### config.mk
export PLATFORM = sky130hd
export DESIGN_NAME = fpadd_seq_ctrl
export DESIGN_NICKNAME = d
export VERILOG_FILES = /design/src/rtl/fpadd_seq_ctrl.sv
export SDC_FILE = /design/constraint.sdc
export NUM_CORES = 1
export LEC_CHECK = 0
export ABC_AREA = 0
export CAP_MARGIN = 0
export CORE_ASPECT_RATIO = 1.5
export CORE_UTILIZATION = 41
export CTS_CLUSTER_DIAMETER = 40
export DETAILED_ROUTE_END_ITERATION = 8
export HOLD_SLACK_MARGIN = 0.05
export PLACE_DENSITY = 0.76
export RECOVER_POWER = 25
export SLEW_MARGIN = 40
export SYNTH_ARGS = -nofsm -noshare
export SYNTH_HDL_FRONTEND = slang
export SYNTH_SLANG_ARGS = --single-unit
### constraint.sdc
create_clock -name clk -period 4.7 [get_ports clk]
set_input_delay 0.94 -clock clk [delete_from_list [all_inputs] [get_ports clk]]
set_output_delay 0.94 -clock clk [all_outputs]
set_load 0.1 [all_outputs]
### src/rtl/fpadd_seq_ctrl.sv
`default_nettype none
// ============================================================================
// Module  : fpadd_seq_ctrl
// Brief   : Steps through an operand memory one entry per button press,
//           issues each pair to a multi-cycle FP adder via start/done and
//           shows the result on a scanned seven-segment display and LEDs.
// Revision: 1.0 - initial release
// ============================================================================
module fpadd_seq_ctrl #(
   parameter int WIDTH   = 32,
   parameter int NUM     = 10,
   parameter int ADDR_W  = 4,
   parameter int DIGITS  = 2,
   parameter int REFRESH = 1000,
   parameter int WRAP    = 0,
   parameter int TIMEOUT = 255
) (
   input  logic               clk,
   input  logic               rst,
   input  logic               i_en,
   output logic [ADDR_W-1:0]  o_mem_addr,
   input  logic [2*WIDTH-1:0] i_mem_rdata,
   output logic [WIDTH-1:0]   o_add_a,
   output logic [WIDTH-1:0]   o_add_b,
   output logic               o_add_start,
   input  logic               i_add_done,
   input  logic [WIDTH-1:0]   i_add_result,
   output logic [7:0]         o_leds,
   output logic [DIGITS-1:0]  o_seg_an,
   output logic [6:0]         o_seg,
   output logic               o_busy,
   output logic               o_done,
   output logic               o_err
);

   localparam int c_TCNT_W = (TIMEOUT > 1) ? $clog2(TIMEOUT) : 1;
   localparam int c_REF_W  = (REFRESH > 1) ? $clog2(REFRESH) : 1;
   localparam int c_DIG_W  = (DIGITS > 1)  ? $clog2(DIGITS)  : 1;

   localparam logic [ADDR_W-1:0]   c_LAST  = ADDR_W'(NUM - 1);
   localparam logic [c_TCNT_W-1:0] c_TLAST = c_TCNT_W'(TIMEOUT - 1);
   localparam logic [c_REF_W-1:0]  c_RLAST = c_REF_W'(REFRESH - 1);
   localparam logic [c_DIG_W-1:0]  c_DLAST = c_DIG_W'(DIGITS - 1);
   localparam bit                  c_WRAP  = (WRAP != 0);

   typedef enum logic [2:0] {
      ST_IDLE  = 3'd0,
      ST_FETCH = 3'd1,
      ST_ISSUE = 3'd2,
      ST_WAIT  = 3'd3,
      ST_SHOW  = 3'd4,
      ST_DONE  = 3'd5
   } state_t;

   state_t              r_state;
   logic                r_en_meta;
   logic                r_en_sync;
   logic                r_en_prev;
   logic                w_step;
   logic [ADDR_W-1:0]   r_index;
   logic [ADDR_W-1:0]   r_mem_addr;
   logic [WIDTH-1:0]    r_add_a;
   logic [WIDTH-1:0]    r_add_b;
   logic                r_add_start;
   logic [c_TCNT_W-1:0] r_tcnt;
   logic [WIDTH-1:0]    r_result;
   logic                r_valid;
   logic                r_busy;
   logic                r_done;
   logic                r_err;
   logic [c_REF_W-1:0]  r_ref;
   logic [c_DIG_W-1:0]  r_digit;
   logic [3:0]          w_nib;
   logic [6:0]          w_glyph;
   logic                w_unused_result;

   // Bring the button into the clock domain and remember its previous level
   always_ff @(posedge clk or posedge rst) begin
      if (rst) begin
         r_en_meta <= 1'b0;
         r_en_sync <= 1'b0;
         r_en_prev <= 1'b0;
      end else begin
         r_en_meta <= i_en;
         r_en_sync <= r_en_meta;
         r_en_prev <= r_en_sync;
      end
   end

   // One step per low-to-high transition, regardless of how long it is held
   assign w_step = r_en_sync & ~r_en_prev;

   // Sequencer: fetch, issue, wait for the adder (or give up), then display
   always_ff @(posedge clk or posedge rst) begin
      if (rst) begin
         r_state     <= ST_IDLE;
         r_index     <= '0;
         r_mem_addr  <= '0;
         r_add_a     <= '0;
         r_add_b     <= '0;
         r_add_start <= 1'b0;
         r_tcnt      <= '0;
         r_result    <= '0;
         r_valid     <= 1'b0;
         r_busy      <= 1'b0;
         r_done      <= 1'b0;
         r_err       <= 1'b0;
      end else begin
         r_add_start <= 1'b0;
         case (r_state)
            ST_IDLE: begin
               if (w_step) begin
                  r_mem_addr <= r_index;
                  r_busy     <= 1'b1;
                  r_state    <= ST_FETCH;
               end
            end
            ST_FETCH: begin
               // The start pulse lines up with the read data arriving in ISSUE
               r_add_start <= 1'b1;
               r_state     <= ST_ISSUE;
            end
            ST_ISSUE: begin
               r_add_a <= i_mem_rdata[2*WIDTH-1:WIDTH];
               r_add_b <= i_mem_rdata[WIDTH-1:0];
               r_tcnt  <= '0;
               r_state <= ST_WAIT;
            end
            ST_WAIT: begin
               if (i_add_done) begin
                  r_result <= i_add_result;
                  r_valid  <= 1'b1;
                  r_busy   <= 1'b0;
                  r_state  <= ST_SHOW;
               end else if (r_tcnt == c_TLAST) begin
                  // Adder never answered: show zero and latch the error
                  r_result <= '0;
                  r_valid  <= 1'b1;
                  r_err    <= 1'b1;
                  r_busy   <= 1'b0;
                  r_state  <= ST_SHOW;
               end else begin
                  r_tcnt <= r_tcnt + 1'b1;
               end
            end
            ST_SHOW: begin
               if (w_step) begin
                  if (r_index != c_LAST) begin
                     r_index    <= r_index + 1'b1;
                     r_mem_addr <= r_index + 1'b1;
                     r_busy     <= 1'b1;
                     r_state    <= ST_FETCH;
                  end else if (c_WRAP) begin
                     r_index    <= '0;
                     r_mem_addr <= '0;
                     r_busy     <= 1'b1;
                     r_state    <= ST_FETCH;
                  end else begin
                     r_done  <= 1'b1;
                     r_state <= ST_DONE;
                  end
               end
            end
            ST_DONE: begin
               r_state <= ST_DONE;
            end
            default: begin
               r_state <= ST_IDLE;
            end
         endcase
      end
   end

   // Refresh timer; each terminal count advances the scanned digit
   always_ff @(posedge clk or posedge rst) begin
      if (rst) begin
         r_ref   <= '0;
         r_digit <= '0;
      end else if (r_ref == c_RLAST) begin
         r_ref   <= '0;
         r_digit <= (r_digit == c_DLAST) ? '0 : r_digit + 1'b1;
      end else begin
         r_ref <= r_ref + 1'b1;
      end
   end

   // One-hot anode select and nibble pick for the digit being scanned
   always_comb begin
      o_seg_an = '0;
      w_nib    = '0;
      for (int k = 0; k < DIGITS; k++) begin
         if (r_digit == c_DIG_W'(k)) begin
            o_seg_an[k] = 1'b1;
            w_nib       = r_result[WIDTH-1-4*k -: 4];
         end
      end
   end

   // Hex glyph decode, segments ordered {a,b,c,d,e,f,g}
   always_comb begin
      w_glyph = 7'b0000000;
      case (w_nib)
         4'h0: w_glyph = 7'b1111110;
         4'h1: w_glyph = 7'b0110000;
         4'h2: w_glyph = 7'b1101101;
         4'h3: w_glyph = 7'b1111001;
         4'h4: w_glyph = 7'b0110011;
         4'h5: w_glyph = 7'b1011011;
         4'h6: w_glyph = 7'b1011111;
         4'h7: w_glyph = 7'b1110000;
         4'h8: w_glyph = 7'b1111111;
         4'h9: w_glyph = 7'b1111011;
         4'hA: w_glyph = 7'b1110111;
         4'hB: w_glyph = 7'b0011111;
         4'hC: w_glyph = 7'b1001110;
         4'hD: w_glyph = 7'b0111101;
         4'hE: w_glyph = 7'b1001111;
         4'hF: w_glyph = 7'b1000111;
         default: w_glyph = 7'b0000000;
      endcase
   end

   // Operands are presented straight from the memory while the start pulse
   // is high, and held from the latched copy afterwards
   assign o_add_a     = (r_state == ST_ISSUE) ? i_mem_rdata[2*WIDTH-1:WIDTH] : r_add_a;
   assign o_add_b     = (r_state == ST_ISSUE) ? i_mem_rdata[WIDTH-1:0]       : r_add_b;
   assign o_add_start = r_add_start;
   assign o_mem_addr  = r_mem_addr;
   assign o_leds      = r_result[WIDTH-1 -: 8];
   assign o_seg       = r_valid ? w_glyph : 7'b0000000;
   assign o_busy      = r_busy;
   assign o_done      = r_done;
   assign o_err       = r_err;

   // Nibbles beyond the displayed digits are kept but never shown
   assign w_unused_result = ^r_result;

endmodule
`default_nettype wire
## Word-level counts from Yosys, hierarchy flattened

Memories as Yosys holds them, arrays and structs flattened.
Index checks and enable logic that the tools add are counted.

| word-level totals | value |
|---|---|
| memories kept | 1 |
| word-level logic and storage cells | 85 |
| output and inout port bits | 89 |
| flip-flop bits (word level) | 134 |
| ROM bits | 112 |
| input bits | 100 |

| cells by class | value |
|---|---|
| eq/ne operators | 14 |
| mux-type cells | 32 |
| add/subtract/negate cells | 4 |
| bitwise logic cells | 4 |
| reductions and logical operators | 13 |

Memories:

| name | depth | width | rd ports | clocked after Yosys merged registers in | wr ports | RTL line | text |
|---|---|---|---|---|---|---|---|
| (no name shown) | 16 | 7 | 1 | 0 | 0 | 202 | `case (w_nib)` |

Operator list:

| kind | count |
|---|---|
| 32-bit 2-to-1 mux | 4 |
| 3-bit case mux with 6 select lines | 1 |
| 4-bit 2-to-1 mux | 4 |
| 8-bit 2-to-1 mux | 2 |
| 8-bit case mux with 2 select lines | 1 |
| 3-bit 2-to-1 mux | 5 |
| 3-bit AND reduction | 5 |
| 1-bit 2-to-1 mux | 11 |
| 10-bit by 1-bit adder with 10-bit output, second input constant | 1 |
| 10-bit == test, second input constant | 1 |
| 10-bit 2-to-1 mux | 1 |
| 2-bit inequality test, second input constant | 5 |
| 8-bit by 1-bit adder with 8-bit output, second input constant | 1 |
| 8-bit == test, second input constant | 1 |
| 4-bit case mux with 2 select lines | 1 |
| 7-bit 2-to-1 mux | 1 |
| 3-bit by 2-bit == test with 1-bit output, second input constant | 2 |
| 3-bit == test, second input constant | 2 |
| 2-bit nonzero test | 3 |
| 5-bit AND reduction | 1 |
| 4-bit by 1-bit adder with 4-bit output, second input constant | 1 |
| 4-bit inequality test, second input constant | 1 |
| 4-bit AND reduction | 1 |
| 3-bit by 1-bit == test with 1-bit output, second input constant | 1 |
| 8 further kinds | 10 |

## Depth between registers and ports, before layout

| logic depth | value |
|---|---|
| depth after elaboration | 4 |
| gate-level depth with buffers | 7 |
| mapped depth without buffers | 6 |

## Least setup slack after synthesis

OpenSTA, ideal clock, no wires.

| path | value |
|---|---|
| path kind | register -> output |
| from | register r_result[24] |
| to | output o_seg[3] |
| setup slack | -0.239 ns |
| stages on the path, launching flop included | 7 |
| path buffers | 0 |
| arrival | 3.999 ns |
| path through | dfrtp_1 mux2i_1 inv_1 ha_1 nand2_1 nand3_1 a21boi_0 |

| between the ends | value |
|---|---|
| longest elaborated chain between the ends | 3 |

Ends and longest elaborated chain:

| what | RTL line | text |
|---|---|---|
| start, declared | 66 | `logic [WIDTH-1:0] r_result;` |
| start signal, assigned | 131 | `r_result <= i_add_result;` |
| 4-bit 2-to-1 mux | 192 | `if (r_digit == c_DIG_W'(k)) begin` |
| memory read 16 x 7 bit | n/a |  |
| 7-bit 2-to-1 mux | 230 | `assign o_seg = r_valid ? w_glyph : 7'b0000000;` |
| end, declared | 30 | `output logic [6:0] o_seg,` |

No other way between the ends.

## Worst setup path in the final report

| path | value |
|---|---|
| from | register r_state[1] |
| to | output o_add_b[7] |

| between the ends | value |
|---|---|
| longest elaborated chain between the ends | 2 |

Ends and longest elaborated chain:

| what | RTL line | text |
|---|---|---|
| start, declared | 55 | `state_t r_state;` |
| start signal, assigned | 96 | `r_state <= ST_IDLE;` |
| start signal, assigned | 115 | `r_state <= ST_FETCH;` |
| start signal, assigned | 121 | `r_state <= ST_ISSUE;` |
| 3-bit by 2-bit == test with 1-bit output | 226 | `assign o_add_b = (r_state == ST_ISSUE) ? i_mem_rdata[WIDTH-1:0] : r_add_b;` |
| 32-bit 2-to-1 mux | 226 |  |
| end, declared | 24 | `output logic [WIDTH-1:0] o_add_b,` |

No other way between the ends.

==> results by group <==
Yosys
  – Register area share after synthesis: a little under three fifths
  – Syn Nets: about 620
  – Main synth FF type: dfrtp_1
  – Synth area leaders: dfrtp_1 57%, nand2_1 17%, ha_1 2.9%
  – Seq cells post-synth: 110
  – Synthesized instance count: around 510
  – Number of synthesized flops with an enable pin: 0
  – Synth Warn #: 0
  – Top cell type's share of synthesized area: between 50% and 60%
  – Syn Area/Cell: roughly 9.5 um2
  – Post-Syn Area: 4793 um2
  – Distinct cells, synth: 48
  – Fraction of registers with async set/reset: between 90% and 100%
  – Post-synth top area cell: dfrtp_1

Clocking
  – Post-CTS Resized: 0
  – Setup Buffers After CTS: 0
  – CTS root buf: clkbuf_16
  – H-Tree Level Count: 3
  – CTS sink cnt: 110
  – Clock slew at the register clock pins of the worst setup and hold paths: ~0.070 ns
  – CTS Buffer Depth: 2
  – Skew-Pair Late Insertion Delay: 0.34 ns
  – TritonCTS clock tree: built
  – Hold-fix buffers, CTS: 0
  – Num CTS Buffers: 9

GRT
  – Vias in the first global route: approximately 4000
  – Initial antenna violation count: 0
  – Gr usage total: 18.18%
  – GRT overflow: 0
  – First-pass GRT wire length: around 18000 um
  – Pin count of the biggest net entering global routing: slightly above 90

Routing
  – Vias: 3981
  – Vias per cell: roughly 5
  – DRT antenna net count: 0
  – Wirelength per Cell: around 13 um
  – Drc violations: 0
  – Total wire length: about 11000 um
  – DRT Pass-1 Iters: 4
  – Initial drt markers: about 160

Cells and area
  – Multi-input gate area: 1883 um2
  – N_diodes: 0
  – Layout area overhead: 36.70%
  – # nets final: approximately 770
  – Commonest non-fill, non-tap cell in the layout: nand2_1
  – FF/Latch Area: 2753 um2
  – Fillers: roughly 1000
  – Share of cells above drive strength 1: 17.74%
  – Commonest non-fill, non-tap cells in the layout: 212 x nand2_1, 110 x dfrtp_1, 74 x buf_4

Timing
  – Setup violations, final: 0
  – Setup TNS: 0 ns
  – Max Freq: 0.2869 GHz
  – Unrepaired setup endpoints after global routing: false
  – Hold Violations, Final: 0
  – Max_slew headroom: -26.27%
  – Final worst setup slack: between 1 and 1.5 ns
  – Fin crit share: roughly three quarters
  – Clk_skew: about 0.0085 ns
  – Min cycle time layout: approximately 3.5 ns
  – Slew Viols, Final: ~90
  – Worst-Margin Slew: 1.890 ns

Worst setup path
  – R2R Setup Slk: approximately 2.6 ns
  – Element type at the critical path start: flop
  – Worst-path fanout max: 42
  – WS Path Type: flop to output port
  – CP Data Required Time: around 3.8 ns
  – CP Capture Type: output port
  – Worst endpoint data arrival time: approximately 2.6 ns

Outcome
  – Failing checks: max-capacitance violations, max-slew violations
  – Status: finished with violations

Worst hold path
  – Hold crit path type: flop to flop

Place
  – Dpl ws: ~1.6 ns
  – Hpwl dp: ~7600 um
  – PortBufs: 164
  – Routability Congestion: 0.8597

Floorplanning
  – Die ar.: 12140 um2
  – Io pins: between 150 and 200
  – Die Y: between 100 and 150 um
  – Initial core utilization: a little over two fifths
  – Core ar.: 11470 um2
  – Cell row count: 48
  – Die W: 90.29 um

Flow run
  – Max_cap viols: 1
==> cells by family after synthesis <==
family	after synthesis	synth area share [%]
buffers and inverters	36	3.498
XOR/XNOR	15	2.741
flip-flops	110	57.43
adder cells (fa/ha/maj)	11	2.871
AO/OA/AOI/OAI	50	7.544
AND/OR/NAND/NOR	276	24.17
multiplexers	8	1.749
==> flip-flops by register name, indices dropped and copies added (netlist names), 3 cells and up <==
signal      cells
r_state         3
r_tcnt          8
r_result        8
o_mem_addr      4
r_add_a        32
r_index         4
r_add_b        32
r_ref          10
==> synth_stat cells (2+ instances only) <==
cell and n:
a21boi_0 2, a21o_1 2, a21oi_1 6, a22o_1 8
a31oi_1 4, and2_1 4, and3_1 4, and3b_1 2
buf_2 8, buf_4 2, buf_6 2, clkbuf_1 13
dfrtp_1 110, ha_1 11, inv_1 11, mux2_2 3
mux2i_1 5, nand2_1 212, nand2b_1 3, nand3_1 15
nand4_1 3, nor2_1 17, nor2b_1 2, nor3_1 5
o211a_1 2, o211ai_1 2, o21ai_0 10, o311a_1 2
o31ai_1 4, xnor2_1 8, xor2_1 7
==> through the flow <==
| stage | cells | hold slack [ns] | utilization, % | area (um2) |
|---|---|---|---|---|
| floorplan | 506 | 0.3312 | - | 4793 |
| global placement | 799 | 0.3396 | 55.44 | 6360 |
| detailed placement | 799 | 0.3412 | 54.64 | 6267 |
| CTS | 815 | 0.3572 | 57.10 | 6550 |
| global route | 815 | 0.3712 | 57.12 | 6553 |
| finish | 815 | 0.3548 | 57.12 | 6553 |
==> metal layers <==
layer  wire length [um]  vias up  track usage (%)
li1                   -     1953                -
met5                  0        -                0
met1               4523     1888            21.20
met2               5437      119            31.93
met3                534       21            4.082
met4                269        0            8.065
==> critical path: stages (launching register included) <==
cell     delay (ns)
dfrtp_1        0.50
inv_1          0.09
or3_2          0.77
buf_4          0.37
nand2_1        0.13
nand2_1        0.08
buf_4          0.24
==> worst paths after layout <==
path | from | endpoint | depth (start not counted)
setup / recovery | r_state[1]$_DFFE_PP0P_ | o_add_b[7] | 6
max in group asynchronous | rst | r_tcnt[6]$_DFFE_PP0P_ | 3
hold / removal | r_en_meta$_DFF_PP0_ | r_en_sync$_DFF_PP0_ | 0
hold reg to reg | r_en_meta$_DFF_PP0_ | r_en_sync$_DFF_PP0_ | 0
min in group asynchronous | rst | r_add_b[13]$_DFF_PP0_ | 2
setup reg to reg | r_state[1]$_DFFE_PP0P_ | r_add_b[7]$_DFF_PP0_ | 5
==> cell type report <==
type | instances | share of cell area (%)
sequential | 110 | 42.01
multi-input combinational | 360 | 28.74
timing repair buffer | 168 | 21.39
clock buffer | 11 | 3.704
tap | 150 | 2.864
inverter | 11 | 0.6874
clock inverter | 5 | 0.6110
Power is left out: the tool's default activity adds up to more than one toggle a clock period on the data nets, which glitch-free logic cannot reach.
